==> src/rtl/pc_fetch_ctrl_if.sv <==
// Fetch-controller bus bundle: PC updater, instruction memory, branch redirect and decode hand-off.
// The controller takes the master modport and the surrounding logic takes the slave modport.
interface pc_fetch_ctrl_if #(
  parameter int unsigned IW = 16
);
  logic          en;
  logic [31:0]   pc;
  logic [31:0]   imm;
  logic          ctrl;
  logic [31:0]   pc_new;
  logic          imem_req;
  logic [31:0]   imem_addr;
  logic          imem_gnt;
  logic          imem_rvalid;
  logic [IW-1:0] imem_rdata;
  logic          br_valid;
  logic [31:0]   br_pc;
  logic [31:0]   br_offset;
  logic          instr_valid;
  logic [IW-1:0] instr;
  logic [31:0]   instr_pc;
  logic          instr_ready;

  modport master (
    input  en, pc_new, imem_gnt, imem_rvalid, imem_rdata, br_valid, br_pc, br_offset,
           instr_ready,
    output pc, imm, ctrl, imem_req, imem_addr, instr_valid, instr, instr_pc
  );

  modport slave (
    output en, pc_new, imem_gnt, imem_rvalid, imem_rdata, br_valid, br_pc, br_offset,
           instr_ready,
    input  pc, imm, ctrl, imem_req, imem_addr, instr_valid, instr, instr_pc
  );
endinterface

==> src/rtl/pc_fetch_ctrl.sv <==
// Instruction-fetch controller: owns the architectural PC, issues one 16-bit fetch at a time
// over req/gnt/rvalid and hands each instruction to decode over valid/ready.
module pc_fetch_ctrl #(
  parameter logic [31:0] RESET_PC = 32'h0000_0000,
  parameter int unsigned IW       = 16
) (
  input logic            clk,
  input logic            rst_n,
  pc_fetch_ctrl_if.master bus
);

  localparam logic [1:0] StIdle = 2'd0;
  localparam logic [1:0] StReq  = 2'd1;
  localparam logic [1:0] StWait = 2'd2;
  localparam logic [1:0] StHold = 2'd3;

  logic [1:0]    state_q, state_d;
  logic [31:0]   pc_q, pc_d;
  logic          drop_q, drop_d;
  logic          instr_valid_q, instr_valid_d;
  logic [IW-1:0] instr_q, instr_d;
  logic [31:0]   instr_pc_q, instr_pc_d;
  logic [1:0]    next_run;

  // The updater computes BR_PC+BR_OFFSET on a redirect, otherwise pc_q+2.
  assign bus.pc   = bus.br_valid ? bus.br_pc : pc_q;
  assign bus.imm  = bus.br_valid ? bus.br_offset : 32'h0;
  assign bus.ctrl = bus.br_valid;

  assign bus.imem_req    = (state_q == StReq);
  assign bus.imem_addr   = pc_q;
  assign bus.instr_valid = instr_valid_q;
  assign bus.instr       = instr_q;
  assign bus.instr_pc    = instr_pc_q;

  assign next_run = bus.en ? StReq : StIdle;

  always_comb begin
    state_d       = state_q;
    pc_d          = pc_q;
    drop_d        = drop_q;
    instr_valid_d = instr_valid_q;
    instr_d       = instr_q;
    instr_pc_d    = instr_pc_q;

    // A redirect always wins over the sequential update.
    if (bus.br_valid) begin
      pc_d          = bus.pc_new;
      instr_valid_d = 1'b0;
    end

    unique case (state_q)
      StIdle: begin
        if (!bus.br_valid && bus.en) state_d = StReq;
      end
      StReq: begin
        if (bus.imem_gnt) begin
          state_d = StWait;
          drop_d  = bus.br_valid;
        end
      end
      StWait: begin
        if (bus.br_valid) begin
          if (bus.imem_rvalid) begin
            drop_d  = 1'b0;
            state_d = next_run;
          end else begin
            drop_d = 1'b1;
          end
        end else if (bus.imem_rvalid) begin
          if (drop_q) begin
            drop_d  = 1'b0;
            state_d = next_run;
          end else begin
            instr_d       = bus.imem_rdata;
            instr_pc_d    = pc_q;
            pc_d          = bus.pc_new;
            instr_valid_d = 1'b1;
            state_d       = StHold;
          end
        end
      end
      StHold: begin
        if (bus.br_valid || bus.instr_ready) begin
          instr_valid_d = 1'b0;
          state_d       = next_run;
        end
      end
      default: state_d = StIdle;
    endcase
  end

  always_ff @(posedge clk or negedge rst_n) begin
    if (!rst_n) begin
      state_q       <= StIdle;
      pc_q          <= RESET_PC;
      drop_q        <= 1'b0;
      instr_valid_q <= 1'b0;
      instr_q       <= '0;
      instr_pc_q    <= 32'h0;
    end else begin
      state_q       <= state_d;
      pc_q          <= pc_d;
      drop_q        <= drop_d;
      instr_valid_q <= instr_valid_d;
      instr_q       <= instr_d;
      instr_pc_q    <= instr_pc_d;
    end
  end

endmodule

==> src/flat_wrapper.sv <==
// flat-port wrapper written by rule: the top's interface ports become plain ports
module pc_fetch_ctrl_flat 
#(
  parameter logic [31:0] RESET_PC = 32'h0000_0000,
  parameter int unsigned IW       = 16
)
  (clk, rst_n, bus_en, bus_pc_new, bus_imem_gnt, bus_imem_rvalid, bus_imem_rdata, bus_br_valid, bus_br_pc, bus_br_offset, bus_instr_ready, bus_pc, bus_imm, bus_ctrl, bus_imem_req, bus_imem_addr, bus_instr_valid, bus_instr, bus_instr_pc);
  pc_fetch_ctrl_if #(.IW(IW)) bus_i ();
  input logic clk;
  input logic rst_n;
  input wire logic [$bits(bus_i.en)-1:0] bus_en;
  input wire logic [$bits(bus_i.pc_new)-1:0] bus_pc_new;
  input wire logic [$bits(bus_i.imem_gnt)-1:0] bus_imem_gnt;
  input wire logic [$bits(bus_i.imem_rvalid)-1:0] bus_imem_rvalid;
  input wire logic [$bits(bus_i.imem_rdata)-1:0] bus_imem_rdata;
  input wire logic [$bits(bus_i.br_valid)-1:0] bus_br_valid;
  input wire logic [$bits(bus_i.br_pc)-1:0] bus_br_pc;
  input wire logic [$bits(bus_i.br_offset)-1:0] bus_br_offset;
  input wire logic [$bits(bus_i.instr_ready)-1:0] bus_instr_ready;
  output wire logic [$bits(bus_i.pc)-1:0] bus_pc;
  output wire logic [$bits(bus_i.imm)-1:0] bus_imm;
  output wire logic [$bits(bus_i.ctrl)-1:0] bus_ctrl;
  output wire logic [$bits(bus_i.imem_req)-1:0] bus_imem_req;
  output wire logic [$bits(bus_i.imem_addr)-1:0] bus_imem_addr;
  output wire logic [$bits(bus_i.instr_valid)-1:0] bus_instr_valid;
  output wire logic [$bits(bus_i.instr)-1:0] bus_instr;
  output wire logic [$bits(bus_i.instr_pc)-1:0] bus_instr_pc;
  assign bus_i.en = bus_en;
  assign bus_i.pc_new = bus_pc_new;
  assign bus_i.imem_gnt = bus_imem_gnt;
  assign bus_i.imem_rvalid = bus_imem_rvalid;
  assign bus_i.imem_rdata = bus_imem_rdata;
  assign bus_i.br_valid = bus_br_valid;
  assign bus_i.br_pc = bus_br_pc;
  assign bus_i.br_offset = bus_br_offset;
  assign bus_i.instr_ready = bus_instr_ready;
  assign bus_pc = bus_i.pc;
  assign bus_imm = bus_i.imm;
  assign bus_ctrl = bus_i.ctrl;
  assign bus_imem_req = bus_i.imem_req;
  assign bus_imem_addr = bus_i.imem_addr;
  assign bus_instr_valid = bus_i.instr_valid;
  assign bus_instr = bus_i.instr;
  assign bus_instr_pc = bus_i.instr_pc;
  pc_fetch_ctrl #(.RESET_PC(RESET_PC), .IW(IW)) u_core (.clk(clk), .rst_n(rst_n), .bus(bus_i));
endmodule
==> config.mk <==
export PLATFORM = sky130hd
export DESIGN_NAME = pc_fetch_ctrl_flat
export DESIGN_NICKNAME = d
export VERILOG_FILES = /design/src/rtl/pc_fetch_ctrl_if.sv /design/src/rtl/pc_fetch_ctrl.sv /design/src/flat_wrapper.sv
export SDC_FILE = /design/constraint.sdc
export NUM_CORES = 1
export LEC_CHECK = 0
export CAP_MARGIN = 20
export CORE_AREA = 2 2 102 104
export DETAILED_ROUTE_END_ITERATION = 12
export DIE_AREA = 0 0 104 106
export DONT_BUFFER_PORTS = 1
export GPL_TIMING_DRIVEN = 1
export PLACE_DENSITY = 0.59
export SETUP_SLACK_MARGIN = 0.3
export SLEW_MARGIN = 20
export SYNTH_ARGS = -nofsm -noshare
export SYNTH_HDL_FRONTEND = slang
export SYNTH_SLANG_ARGS = --single-unit
==> constraint.sdc <==
create_clock -name clk -period 2.68 [get_ports clk]
set_input_delay 0.268 -clock clk [delete_from_list [all_inputs] [get_ports clk]]
set_output_delay 0.268 -clock clk [all_outputs]
set_load 0.02 [all_outputs]
==> qor.txt <==
Setup WS post-layout: 709.8 ps
pre-CTS setup slack: 693.7 ps
# setup viols final: 0
Total Routing Usage GR: 15.63%
flop-to-flop setup slack: 710 ps
min cycle time layout: 1970 ps
wire per inst: 21.79 um
Post-Syn Area: 3876 um2
status: complete, no violations
Async SR Flop Fraction: 100.0%
Clk pwr share: 22.1%
Reg power frac: 57.8%
Post-synth EDFFs: 0
Fillers: 902
NumNets Final: 390
number of remaining DRC errors: 0
RR Startpoint: u_core.state_q[1]
Worst-Margin Slew: 539.8 ps
fin util: 42.50%
Die Y: 106 um
vias in the first global route: 2314
hold depth: 1
global-route wire length before repair: 13230 um
Hold Path Sink: u_core.bus.imem_addr[7]
Synth Net Count: 391
FMAX: 0.5076 GHz
root buf cell: clkbuf_8
initial DRC count: 68
Logic pwr share: 20.1%
Clk Latency, worst-skew pair: 350 ps
Vias per Instance: 5.470
RSZ-0062 raised after global routing: false
Cell variety after synth: 27
skew final: 10.93 ps
core area: 10000 um2
CTS tree: yes
Lkg Pwr: 0.001844 uW
Req. time, crit path: 2910 ps
drt first pass iters: 2
total CTS buffers: 9
grt ovf: 0
Reg2Reg Depth: 4
number of port buffers: 0
Die X: 104 um
Hold WC Path Type: input pin to flip-flop
HPWL after DPL: 6546 um
I/O pin total: 266
Commonest cells post-synth: mux2_2 (101), dfrtp_1 (84), and2_1 (32), mux2_4 (9), buf_2 (7)
P&R area growth vs syn: 9.651%
WL final: 8998 um
Cells after Synth: 272
row count: 37
number of antenna violations at the first check in global routing: 1
final hold vios: 0
H-Tree Level Count: 3
synth top area cells: dfrtp_1 (54%), mux2_2 (29%), and2_1 (5.2%)
synth warn: 0
Worst Hold Launch: bus_pc_new[7]
pin count of the biggest net entering global routing: 85
Slew HR: 63.89%
RD Place Congestion: 0.7324
die area: 11020 um2
reg-to-reg endpoint: u_core.bus.imem_addr[22]
VDD IR max: 0.0005195 V
Crit path arrival time: 2200 ps
crit end category: flip-flop
Most used DFF post-synth: dfrtp_1
Bufs on Longest Clock Path: 2
max-cap viol count: 0
Initial Utilization: 38.76%
most numerous cell in the Yosys netlist: mux2_2
Final Slew Violations: 0
period utilization: 73.51%
sequential area share after synthesis: 54.23%
layout cells sized above 1: 48.19%
Yosys top cell area share: 54.23%
CP startpoint kind: flip-flop
routed vias: 2259
Sink Count: 84
Clock Pin Slew Worst Setup and Hold Paths: 90 ps
Power Dens Cells: 1085 nW/um2
register bit total from synthesis: 84
Mapped Avg Cell Area: 14.25 um2
Switching Fraction: 39.28%
Setup Crit Path Kind: flip-flop to flip-flop
CP max FO: 21
setup tns final: 0 ps
Net Sw Power: 1811 uW
Internal: 2800 uW
cell accounting for the most synthesized area: dfrtp_1
post-route ant nets: 0
cells in the final DEF, fill, tap and decap left out, drive strengths merged, types with 2 or more instances in the layout:
cell and count:
a21oi 3, clkinv 2, nand2 2, o21ai 2
clkbuf 11, bufinv 2, nand3 2, nand3b 2
mux2 112, and2 32, nor2 3, dfrtp 84
buf 5, inv 3, a31oi 2
stage by stage:
step	std cells	hold slack (ps)	area, um2	power (uW)
global placement	394	-25.91	3984	3572
global route	413	36.14	4250	4847
floorplan	272	-27.59	3876	3389
detailed placement	394	-25.52	3984	3615
CTS	412	37.64	4248	4684
finish	413	63.97	4250	4611
kinds of logic after synthesis:
| logic type | after synthesis | share of synthesized area, % |
|---|---|---|
| multiplexers | 113 | 33.67 |
| flip-flops | 84 | 54.23 |
| AND/OR/NAND/NOR | 44 | 6.972 |
| buffers and inverters | 21 | 3.324 |
| AO/OA/AOI/OAI | 10 | 1.808 |
timing repair:
| item | 4_1_cts | 5_1_grt |
|---|---|---|
| setup buffers | 0 | 0 |
| endpoints found under the setup margin | 0 | 0 |
| endpoints found under the hold margin | 84 | 0 |
| gates resized for setup | 0 | 0 |
| hold buffers | 2 | 0 |
registers in the layout (all words and copies together) (netlist names):
| signal | flops |
|---|---|
| u_core.bus.imem_addr | 32 |
| u_core.bus.instr_pc | 32 |
| u_core.bus.instr | 16 |
| u_core.state_q | 2 |
| u_core.bus.instr_valid | 1 |
| u_core.drop_q | 1 |
critical path, stage by stage, from the launching register on:
cell     delay (ps)
dfrtp_1         510
and3b_2         300
a21oi_4         440
buf_12          250
mux2_2          350
final cells by class:
cell class              instances  area (um2)  share of cell area, %
diodes                          1       2.502                0.05888
clock buffers                  11       141.4                  3.326
clock inverters                 5       85.08                  2.002
inverters                       3       11.26                 0.2649
multi-input cells             167        1645                  38.71
flip-flops and latches         84        2102                  49.46
well taps                     136       170.2                  4.004
repair buffers                  6       92.59                  2.178
layer usage:
layer,up-vias,share of wire (%),track usage [%]
met5,-,0,0
met4,0,3.3,7.336
met3,15,8.8,5.886
met2,142,53,27.54
met1,1155,35,16.59
li1,947,-,-
how the worst max path moves through the flow:
stage	startpoint	slack, ps	end
after floorplan	u_core.state_q[0]	1220	u_core.bus.imem_addr[10]
after CTS	u_core.state_q[1]	680	u_core.bus.instr[5]
after detailed placement	u_core.state_q[1]	690	u_core.bus.instr[5]
after global placement	u_core.state_q[1]	750	u_core.bus.instr[5]
final	u_core.state_q[1]	710	u_core.bus.imem_addr[22]
after global routing	u_core.state_q[1]	570	u_core.bus.instr[5]
power by group through the flow:
stage | registers, uW | logic [uW] | clock network [uW]
3_3_place_gp | 2700 | 876 | 0
3_5_place_dp | 2710 | 910 | 0
4_1_cts | 2680 | 942 | 1060
6_report | 2670 | 927 | 1020
2_1_floorplan | 2540 | 852 | 0
5_1_grt | 2730 | 1010 | 1110
Note: power is estimated with default switching activity, not from simulation.
